<file path="src/rtl/back_propagation_scheduler_pkg.sv">
// rtl/back_propagation_scheduler_pkg.sv - shared layer codes, FSM encoding and node counts
package back_propagation_scheduler_pkg;

    localparam logic [1:0] LAYER_INPUT = 2'd0;
    localparam logic [1:0] LAYER_H1    = 2'd1;
    localparam logic [1:0] LAYER_H2    = 2'd2;
    localparam logic [1:0] LAYER_OUT   = 2'd3;

    localparam logic [2:0] ST_IDLE     = 3'd0;
    localparam logic [2:0] ST_STREAM   = 3'd1;
    localparam logic [2:0] ST_WAIT_ERR = 3'd2;
    localparam logic [2:0] ST_DONE     = 3'd3;
    localparam logic [2:0] ST_TIMEOUT  = 3'd4;

    localparam int unsigned N_INPUT_NODES = 2;
    localparam int unsigned N_H1_NODES    = 32;
    localparam int unsigned N_H2_NODES    = 32;
    localparam int unsigned N_OUT_NODES   = 3;

endpackage

</file>
<file path="src/rtl/bp_weight_server.sv">
// rtl/bp_weight_server.sv - weight request to RAM read to response pipeline with bad-request flag
module bp_weight_server
    import back_propagation_scheduler_pkg::*;
#(
    parameter int DATA_WIDTH           = 32,
    parameter int LAYER_WIDTH          = 2,
    parameter int WEIGHT_COUNTER_WIDTH = 11
) (
    input  logic                            clk,
    input  logic                            rst_n,
    input  logic                            i_clear,
    input  logic                            i_req_valid,
    input  logic [LAYER_WIDTH-1:0]          i_req_layer,
    input  logic [WEIGHT_COUNTER_WIDTH-1:0] i_req_addr,
    output logic                            o_wram_rd_en,
    output logic [LAYER_WIDTH-1:0]          o_wram_rd_layer,
    output logic [WEIGHT_COUNTER_WIDTH-1:0] o_wram_rd_addr,
    input  logic [DATA_WIDTH-1:0]           i_wram_rd_data,
    output logic                            o_weight_valid,
    output logic [LAYER_WIDTH-1:0]          o_weight_layer,
    output logic [WEIGHT_COUNTER_WIDTH-1:0] o_weight_addr,
    output logic [DATA_WIDTH-1:0]           o_weight,
    output logic                            o_bad_request
);

    logic                            req_ok;
    logic                            req_bad;
    logic                            weight_valid_d, weight_valid_q;
    logic [LAYER_WIDTH-1:0]          weight_layer_d, weight_layer_q;
    logic [WEIGHT_COUNTER_WIDTH-1:0] weight_addr_d,  weight_addr_q;
    logic                            bad_d, bad_q;

    // Only hidden-2 and output layers own weight matrices; anything else is a datapath bug.
    always_comb begin
        req_ok  = i_req_valid && ((i_req_layer == LAYER_WIDTH'(LAYER_H2)) ||
                                  (i_req_layer == LAYER_WIDTH'(LAYER_OUT)));
        req_bad = i_req_valid && !req_ok;
        weight_valid_d = req_ok;
        weight_layer_d = req_ok ? i_req_layer : '0;
        weight_addr_d  = req_ok ? i_req_addr  : '0;
        bad_d = req_bad || (bad_q && !i_clear);
    end

    always_ff @(posedge clk or negedge rst_n) begin
        if (!rst_n) begin
            weight_valid_q <= 1'b0;
            weight_layer_q <= '0;
            weight_addr_q  <= '0;
            bad_q          <= 1'b0;
        end else begin
            weight_valid_q <= weight_valid_d;
            weight_layer_q <= weight_layer_d;
            weight_addr_q  <= weight_addr_d;
            bad_q          <= bad_d;
        end
    end

    assign o_wram_rd_en    = req_ok;
    assign o_wram_rd_layer = weight_layer_d;
    assign o_wram_rd_addr  = weight_addr_d;
    assign o_weight_valid  = weight_valid_q;
    assign o_weight_layer  = weight_layer_q;
    assign o_weight_addr   = weight_addr_q;
    assign o_weight        = weight_valid_q ? i_wram_rd_data : '0;
    assign o_bad_request   = bad_q;

endmodule

</file>
<file path="src/rtl/back_propagation_scheduler.sv">
// rtl/back_propagation_scheduler.sv - streams layer data into back_propagation and tracks error-word completion
module back_propagation_scheduler
    import back_propagation_scheduler_pkg::*;
#(
    parameter int DATA_WIDTH                    = 32,
    parameter int LAYER_WIDTH                   = 2,
    parameter int NUMBER_OF_INPUT_NODE          = N_INPUT_NODES,
    parameter int NUMBER_OF_HIDDEN_NODE_LAYER_1 = N_H1_NODES,
    parameter int NUMBER_OF_HIDDEN_NODE_LAYER_2 = N_H2_NODES,
    parameter int NUMBER_OF_OUTPUT_NODE         = N_OUT_NODES,
    parameter int WEIGHT_COUNTER_WIDTH          = 11,
    parameter int NUMBER_OF_ERRORS              = 1155,
    parameter int TIMEOUT_CYCLES                = 6000
) (
    input  logic                            clk,
    input  logic                            rst_n,
    input  logic                            i_start,
    output logic                            o_busy,
    output logic                            o_done,
    output logic                            o_timeout,
    output logic                            o_bad_request,
    output logic                            o_data_rd_en,
    output logic [LAYER_WIDTH-1:0]          o_data_rd_layer,
    output logic [4:0]                      o_data_rd_addr,
    input  logic [DATA_WIDTH-1:0]           i_data_rd_data,
    output logic                            o_exp_rd_en,
    output logic [1:0]                      o_exp_rd_addr,
    input  logic [DATA_WIDTH-1:0]           i_exp_rd_data,
    output logic                            o_wram_rd_en,
    output logic [LAYER_WIDTH-1:0]          o_wram_rd_layer,
    output logic [WEIGHT_COUNTER_WIDTH-1:0] o_wram_rd_addr,
    input  logic [DATA_WIDTH-1:0]           i_wram_rd_data,
    output logic                            o_data_valid,
    output logic [LAYER_WIDTH-1:0]          o_data_layer,
    output logic [4:0]                      o_data_addr,
    output logic [DATA_WIDTH-1:0]           o_data,
    output logic                            o_data_expected_valid,
    output logic [1:0]                      o_data_expected_addr,
    output logic [DATA_WIDTH-1:0]           o_data_expected,
    input  logic                            i_weight_valid_request,
    input  logic [LAYER_WIDTH-1:0]          i_weight_layer_request,
    input  logic [WEIGHT_COUNTER_WIDTH-1:0] i_weight_addr_request,
    output logic                            o_weight_valid,
    output logic [LAYER_WIDTH-1:0]          o_weight_layer,
    output logic [WEIGHT_COUNTER_WIDTH-1:0] o_weight_addr,
    output logic [DATA_WIDTH-1:0]           o_weight,
    input  logic                            i_error_valid
);

    localparam int WD_W = $clog2(TIMEOUT_CYCLES + 1);
    localparam logic [WEIGHT_COUNTER_WIDTH-1:0] ERR_TARGET = WEIGHT_COUNTER_WIDTH'(NUMBER_OF_ERRORS);

    logic [2:0]                      state_d, state_q;
    logic [LAYER_WIDTH-1:0]          rd_layer_d, rd_layer_q;
    logic [4:0]                      rd_addr_d, rd_addr_q;
    logic [WEIGHT_COUNTER_WIDTH-1:0] err_cnt_d, err_cnt_q;
    logic [WD_W-1:0]                 wd_d, wd_q;
    logic                            data_valid_d, data_valid_q;
    logic [LAYER_WIDTH-1:0]          data_layer_d, data_layer_q;
    logic [4:0]                      data_addr_d, data_addr_q;
    logic                            exp_valid_d, exp_valid_q;
    logic [1:0]                      exp_addr_d, exp_addr_q;
    logic                            start_accept;
    logic                            err_inc;
    logic                            err_reached;
    logic [4:0]                      last_addr;
    logic                            stream_last;

    always_comb begin
        state_d    = state_q;
        rd_layer_d = rd_layer_q;
        rd_addr_d  = rd_addr_q;
        wd_d       = '0;

        start_accept = (state_q == ST_IDLE) && i_start;
        err_inc      = i_error_valid && (err_cnt_q != ERR_TARGET) &&
                       ((state_q == ST_STREAM) || (state_q == ST_WAIT_ERR));
        err_cnt_d    = start_accept ? '0 : err_cnt_q + WEIGHT_COUNTER_WIDTH'(err_inc);
        err_reached  = (err_cnt_d == ERR_TARGET);

        case (rd_layer_q)
            LAYER_WIDTH'(LAYER_INPUT): last_addr = 5'(NUMBER_OF_INPUT_NODE - 1);
            LAYER_WIDTH'(LAYER_H1):    last_addr = 5'(NUMBER_OF_HIDDEN_NODE_LAYER_1 - 1);
            LAYER_WIDTH'(LAYER_H2):    last_addr = 5'(NUMBER_OF_HIDDEN_NODE_LAYER_2 - 1);
            default:                   last_addr = 5'(NUMBER_OF_OUTPUT_NODE - 1);
        endcase
        stream_last = (rd_layer_q == LAYER_WIDTH'(LAYER_OUT)) && (rd_addr_q == last_addr);

        case (state_q)
            ST_IDLE: begin
                if (start_accept) begin
                    state_d    = ST_STREAM;
                    rd_layer_d = '0;
                    rd_addr_d  = '0;
                end
            end
            ST_STREAM: begin
                if (stream_last) begin
                    // Errors may all arrive before the stream finishes; finish without waiting.
                    state_d    = err_reached ? ST_DONE : ST_WAIT_ERR;
                    rd_layer_d = '0;
                    rd_addr_d  = '0;
                end else if (rd_addr_q == last_addr) begin
                    rd_layer_d = rd_layer_q + LAYER_WIDTH'(1);
                    rd_addr_d  = '0;
                end else begin
                    rd_addr_d = rd_addr_q + 5'd1;
                end
            end
            ST_WAIT_ERR: begin
                wd_d = i_error_valid ? '0 : wd_q + WD_W'(1);
                if (err_reached) begin
                    state_d = ST_DONE;
                end else if (wd_d == WD_W'(TIMEOUT_CYCLES)) begin
                    state_d = ST_TIMEOUT;
                end
            end
            default: state_d = ST_IDLE;
        endcase

        data_valid_d = o_data_rd_en;
        data_layer_d = o_data_rd_layer;
        data_addr_d  = o_data_rd_addr;
        exp_valid_d  = o_exp_rd_en;
        exp_addr_d   = o_exp_rd_addr;
    end

    always_ff @(posedge clk or negedge rst_n) begin
        if (!rst_n) begin
            state_q      <= ST_IDLE;
            rd_layer_q   <= '0;
            rd_addr_q    <= '0;
            err_cnt_q    <= '0;
            wd_q         <= '0;
            data_valid_q <= 1'b0;
            data_layer_q <= '0;
            data_addr_q  <= '0;
            exp_valid_q  <= 1'b0;
            exp_addr_q   <= '0;
        end else begin
            state_q      <= state_d;
            rd_layer_q   <= rd_layer_d;
            rd_addr_q    <= rd_addr_d;
            err_cnt_q    <= err_cnt_d;
            wd_q         <= wd_d;
            data_valid_q <= data_valid_d;
            data_layer_q <= data_layer_d;
            data_addr_q  <= data_addr_d;
            exp_valid_q  <= exp_valid_d;
            exp_addr_q   <= exp_addr_d;
        end
    end

    assign o_busy          = (state_q == ST_STREAM) || (state_q == ST_WAIT_ERR);
    assign o_done          = (state_q == ST_DONE);
    assign o_timeout       = (state_q == ST_TIMEOUT);
    assign o_data_rd_en    = (state_q == ST_STREAM);
    assign o_data_rd_layer = rd_layer_q;
    assign o_data_rd_addr  = rd_addr_q;
    assign o_exp_rd_en     = o_data_rd_en && (rd_layer_q == LAYER_WIDTH'(LAYER_OUT));
    assign o_exp_rd_addr   = o_exp_rd_en ? rd_addr_q[1:0] : 2'd0;

    assign o_data_valid          = data_valid_q;
    assign o_data_layer          = data_layer_q;
    assign o_data_addr           = data_addr_q;
    assign o_data                = data_valid_q ? i_data_rd_data : '0;
    assign o_data_expected_valid = exp_valid_q;
    assign o_data_expected_addr  = exp_addr_q;
    assign o_data_expected       = exp_valid_q ? i_exp_rd_data : '0;

    bp_weight_server #(
        .DATA_WIDTH          (DATA_WIDTH),
        .LAYER_WIDTH         (LAYER_WIDTH),
        .WEIGHT_COUNTER_WIDTH(WEIGHT_COUNTER_WIDTH)
    ) u_weight_server (
        .clk            (clk),
        .rst_n          (rst_n),
        .i_clear        (start_accept),
        .i_req_valid    (i_weight_valid_request),
        .i_req_layer    (i_weight_layer_request),
        .i_req_addr     (i_weight_addr_request),
        .o_wram_rd_en   (o_wram_rd_en),
        .o_wram_rd_layer(o_wram_rd_layer),
        .o_wram_rd_addr (o_wram_rd_addr),
        .i_wram_rd_data (i_wram_rd_data),
        .o_weight_valid (o_weight_valid),
        .o_weight_layer (o_weight_layer),
        .o_weight_addr  (o_weight_addr),
        .o_weight       (o_weight),
        .o_bad_request  (o_bad_request)
    );

endmodule

</file>
<file path="config.mk">
export PLATFORM = sky130hd
export DESIGN_NAME = back_propagation_scheduler
export DESIGN_NICKNAME = d
export VERILOG_FILES = /design/src/rtl/back_propagation_scheduler_pkg.sv /design/src/rtl/bp_weight_server.sv /design/src/rtl/back_propagation_scheduler.sv
export SDC_FILE = /design/constraint.sdc
export NUM_CORES = 1
export LEC_CHECK = 0
export CAP_MARGIN = 0
export CORE_ASPECT_RATIO = 1.5
export CORE_MARGIN = 2
export CORE_UTILIZATION = 29
export DETAILED_ROUTE_END_ITERATION = 10
export HOLD_SLACK_MARGIN = 0.08
export MAX_ROUTING_LAYER = met4
export PLACE_DENSITY = 0.79
export SYNTH_ARGS = -nofsm -noshare
export SYNTH_HDL_FRONTEND = slang
export SYNTH_SLANG_ARGS = --single-unit
export TNS_END_PERCENT = 5
</file>
<file path="constraint.sdc">
create_clock -name clk -period 5.2 [get_ports clk]
set_input_delay 1.56 -clock clk [delete_from_list [all_inputs] [get_ports clk]]
set_output_delay 1.56 -clock clk [all_outputs]
set_load 0.02 [all_outputs]
</file>
==> impl_metrics.csv, run 1 <==
group,metric,value,unit
outcome,outcome,"completed",
yosys,yosysWarnings,0,
global_routing,grt_antenna_before_repair,2,
yosys,synth.avg_cell_area,9.47,um2
timing,fin_ws,0.445,ns
final_layout,multi_input_area,0.00183,mm2
yosys,yosys.area_share.xor_xnor,0.0639,
final_layout,final_cell_mix,"clkdlybuf4s50_1, and2_1, dfrtp_1, nor2_1, nand2_1",
detailed_routing,routed_wl,15.4,mm
timing,worst_pin_slew,1.02,ns
timing,fin_skew,0.00521,ns
clock_network,hold_buffers,0,
floorplan,core_area,0.0115,mm2
critical_path,cp-start-kind,"primary input",
global_routing,grt_start_max_net_pins,34,
clock_network,insertion_delay,0.33,ns
clock_network,clkSlewWorstSetupHoldPaths,0.06,ns
yosys,synth-simple-area-share,0.378,
pwr,power_frac_seq,0.288,
final_layout,drive_gt1_frac,0.0526,
placement,port_buffers,263,
timing,period_share,0.914,
floorplan,start_util,0.297,
timing,whs,0.486,ns
clock_network,cts_tree,"yes",
critical_path,cp.required,3.64,ns
timing,finalSetupViolCount,0,
final_layout,fillCellCount,1011,
pwr,clkPwrFrac,0.241,
yosys,synth_cell_types,51,
yosys,postSynthCellCount,362,
critical_path,crit_path_end_kind,"output pin",
critical_path,r2r_start,"state_q[0]$_DFFE_PN0P_",
global_routing,first_global_vias,3710,
critical_path,rr_endpoint,"state_q[1]$_DFFE_PN0P_",
worst_hold_path,hp-class,"reg2reg",
floorplan,die_area,0.0127,mm2
placement,dpl.hpwl,12.4,mm
detailed_routing,vias,3688,
clock_network,cts-htree-levels,3,
global_routing,grt_use_total,0.238,
critical_path,crit_type,"in2out",
yosys,synthAdderAreaFrac,0.0256,
detailed_routing,wl_per_cell,19.7,um
final_layout,area_growth,89.1,%
pwr,powerDensity,355,mW/mm2
yosys,synth.ff_latch_count,60,
detailed_routing,vias_per_cell,4.73,
timing,max_slew_margin,0.317,
detailed_routing,drt-initial-drc-count,124,
floorplan,die_y,137,um
clock_network,clkSinkCount,60,
clock_network,cts_buffers,9,
pwr,internal_power,1.40,mW
critical_path,crit_chain,"clkdlybuf4s50_1 > and3_1 > clkdlybuf4s50_1",
detailed_routing,drtPass1Iterations,5,
detailed_routing,post-route-drc-count,0,
pwr,p_leak,2.65,nW
critical_path,arrival,3.19,ns
critical_path,max_stage_delay,0.73,ns
clock_network,cts_resized,0,
timing,rsz0062_at_grt,"false",
timing,finalHoldViolCount,0,
clock_network,post_cts_buffers,0,
critical_path,path_common_cell,"clkdlybuf4s50_1",
flow_run,drv_cap,0,
floorplan,rows,48,
yosys,seq_area_frac_synth,0.438,
final_layout,finalNetCount,743,
timing,setup_tns,0,ns
placement,pre_cts_ws,0.481,ns
floorplan,die_w,92.8,um
global_routing,grt_pass1_wl,21.9,mm
pwr,swShare,0.391,
critical_path,ff2ff_setup_slack,2.08,ns
yosys,synth-compound-area-share,0.0610,
yosys,async_flop_share,1.00,
clock_network,ctsRootBufferMaster,"clkbuf_16",
yosys,synth_top_family_by_area,"simple AND/OR/NAND/NOR gates",
timing,drv_slew,0,
critical_path,crit_path_end,"o_wram_rd_layer[0]",
final_layout,seqCellArea,0.00150,mm2
yosys,synth_edf_count,0,
global_routing,overflow,0,
yosys,synthFlopType,"dfrtp_1",
yosys,synth.net_count,483,
critical_path,crit_path_start,"i_weight_layer_request[1]",
pwr,comb_power_share,0.471,
critical_path,timing.reg2reg.worst_path_depth,12,
pwr,switchingPower,902,uW
floorplan,ios,264,
pwr,power,2.30,mW
final_layout,final_common_cell,"clkdlybuf4s50_1",
placement,gp_congestion,0.839,
clock_network,cts_buffer_depth,2,
yosys,netlist_area,0.00343,mm2
timing,fmax,210,MHz
detailed_routing,ant_nets,0,
critical_path,slowest_stage,"clkdlybuf4s50_1",
critical_path,worst-path-max-fanout,15,
yosys,muxShareOfSynthArea,0.00621,
pwr,peakVddDrop,0.000274,V
timing,min_period,4.75,ns
==> per-stage QoR <==
stage                     cells  utilization  instance area [um2]
after floorplan             362            -                 3430
after global placement      761        0.537                 6190
after detailed placement    761        0.537                 6190
after CTS                   777        0.561                 6470
after global routing        779        0.562                 6480
final                       780        0.562                 6480
==> state kept, by name, summed over array words and instances, names as in the netlist <==
name,flops
err_cnt_q,11
o_data_addr,5
o_data_expected_addr,2
o_data_expected_valid,1
o_data_layer,2
o_data_rd_addr,5
o_data_rd_layer,2
o_data_valid,1
state_q,3
u_weight_server.o_bad_request,1
u_weight_server.o_weight_addr,11
u_weight_server.o_weight_layer,2
u_weight_server.o_weight_valid,1
wd_q,13
==> routing by layer <==
metal  up-vias  GRT usage  share of wire
met5         -          -              0
met4         0     0.0507         0.0095
met3        13     0.0749          0.095
met2       180      0.351           0.46
met1      1765      0.322           0.44
li1       1730          -              -
==> worst min-delay path by stage <==
| stage | startpoint | endpoint | depth (start not counted) |
|---|---|---|---|
| after global placement | o_data_rd_layer[1]$_DFFE_PN0P_ | o_data_layer[1]$_DFF_PN0_ | 0 |
| final | o_data_rd_layer[1]$_DFFE_PN0P_ | o_data_layer[1]$_DFF_PN0_ | 0 |
| after floorplan | state_q[2]$_DFFE_PN0P_ | state_q[0]$_DFFE_PN0P_ | 1 |
| after detailed placement | o_data_rd_layer[1]$_DFFE_PN0P_ | o_data_layer[1]$_DFF_PN0_ | 0 |
| after global routing | o_data_rd_layer[1]$_DFFE_PN0P_ | o_data_layer[1]$_DFF_PN0_ | 0 |
| after CTS | o_data_rd_layer[1]$_DFFE_PN0P_ | o_data_layer[1]$_DFF_PN0_ | 0 |
==> cell type report <==
cell class,instances,area share
multi-input cells,279,0.283
inverters,7,0.00405
clock buffers,9,0.0347
flip-flops and latches,60,0.232
repair buffers,265,0.408
clock inverters,7,0.00907
well taps,150,0.0290
diodes,3,0.00116
==> worst max-delay path: cells and delay by family <==
family | cells | cell delay [ns]
buffers and inverters | 2 | 1.37
AND/OR/NAND/NOR | 1 | 0.27
==> power by group through the flow <==
stage                     clock, mW  sequential (mW)  combinational, mW
after floorplan                   0            0.673              0.527
after global placement            0            0.664               1.06
after detailed placement          0            0.670               1.08
after CTS                     0.566            0.663               1.09
after global routing          0.589            0.682               1.15
final                         0.556            0.663               1.08
==> synthesized netlist by cell type, drive strengths merged (2+ instances only) <==
cell	instances	area share
a21oi	6	0.0099
a22o	3	0.0077
a31oi	2	0.0037
and2	99	0.18
and3	16	0.029
and3b	2	0.0055
clkbuf	15	0.016
dfrtp	60	0.44
ha	7	0.026
inv	7	0.0077
nand2	22	0.025
nand3	12	0.025
nand4	2	0.0037
nor2	31	0.034
nor2b	6	0.011
nor3	7	0.010
nor3b	4	0.0088
nor4b	5	0.019
o21ai	6	0.0088
o32ai	2	0.0051
or2	2	0.0037
or4	2	0.0055
xnor2	12	0.031
xor2	13	0.033
==> cell families (layout without fill, tap and decap cells) <==
kind of cell | after synthesis | count (layout)
AOI/OAI and AO/OA | 28 | 28
muxes | 2 | 2
DFF | 60 | 60
xor gates and xnor gates | 25 | 25
buffers and inverters | 23 | 288
adders and majority gates | 7 | 7
and+or+nand+nor | 217 | 217
other | 0 | 3
No activity file was read; power rests on OpenSTA's default activity.
==> inputs of run 2 (changes only) <==
--- a/config.mk
+++ b/config.mk
@@ -9,10 +9,12 @@
 export CORE_ASPECT_RATIO = 1.5
 export CORE_MARGIN = 2
 export CORE_UTILIZATION = 29
+export CTS_CLUSTER_SIZE = 20
 export DETAILED_ROUTE_END_ITERATION = 10
 export HOLD_SLACK_MARGIN = 0.08
 export MAX_ROUTING_LAYER = met4
 export PLACE_DENSITY = 0.79
+export SLEW_MARGIN = 0
 export SYNTH_ARGS = -nofsm -noshare
 export SYNTH_HDL_FRONTEND = slang
 export SYNTH_SLANG_ARGS = --single-unit
==> results of run 2 <==
Same layout as run 1: the final DEF is identical, and so are final timing and power.
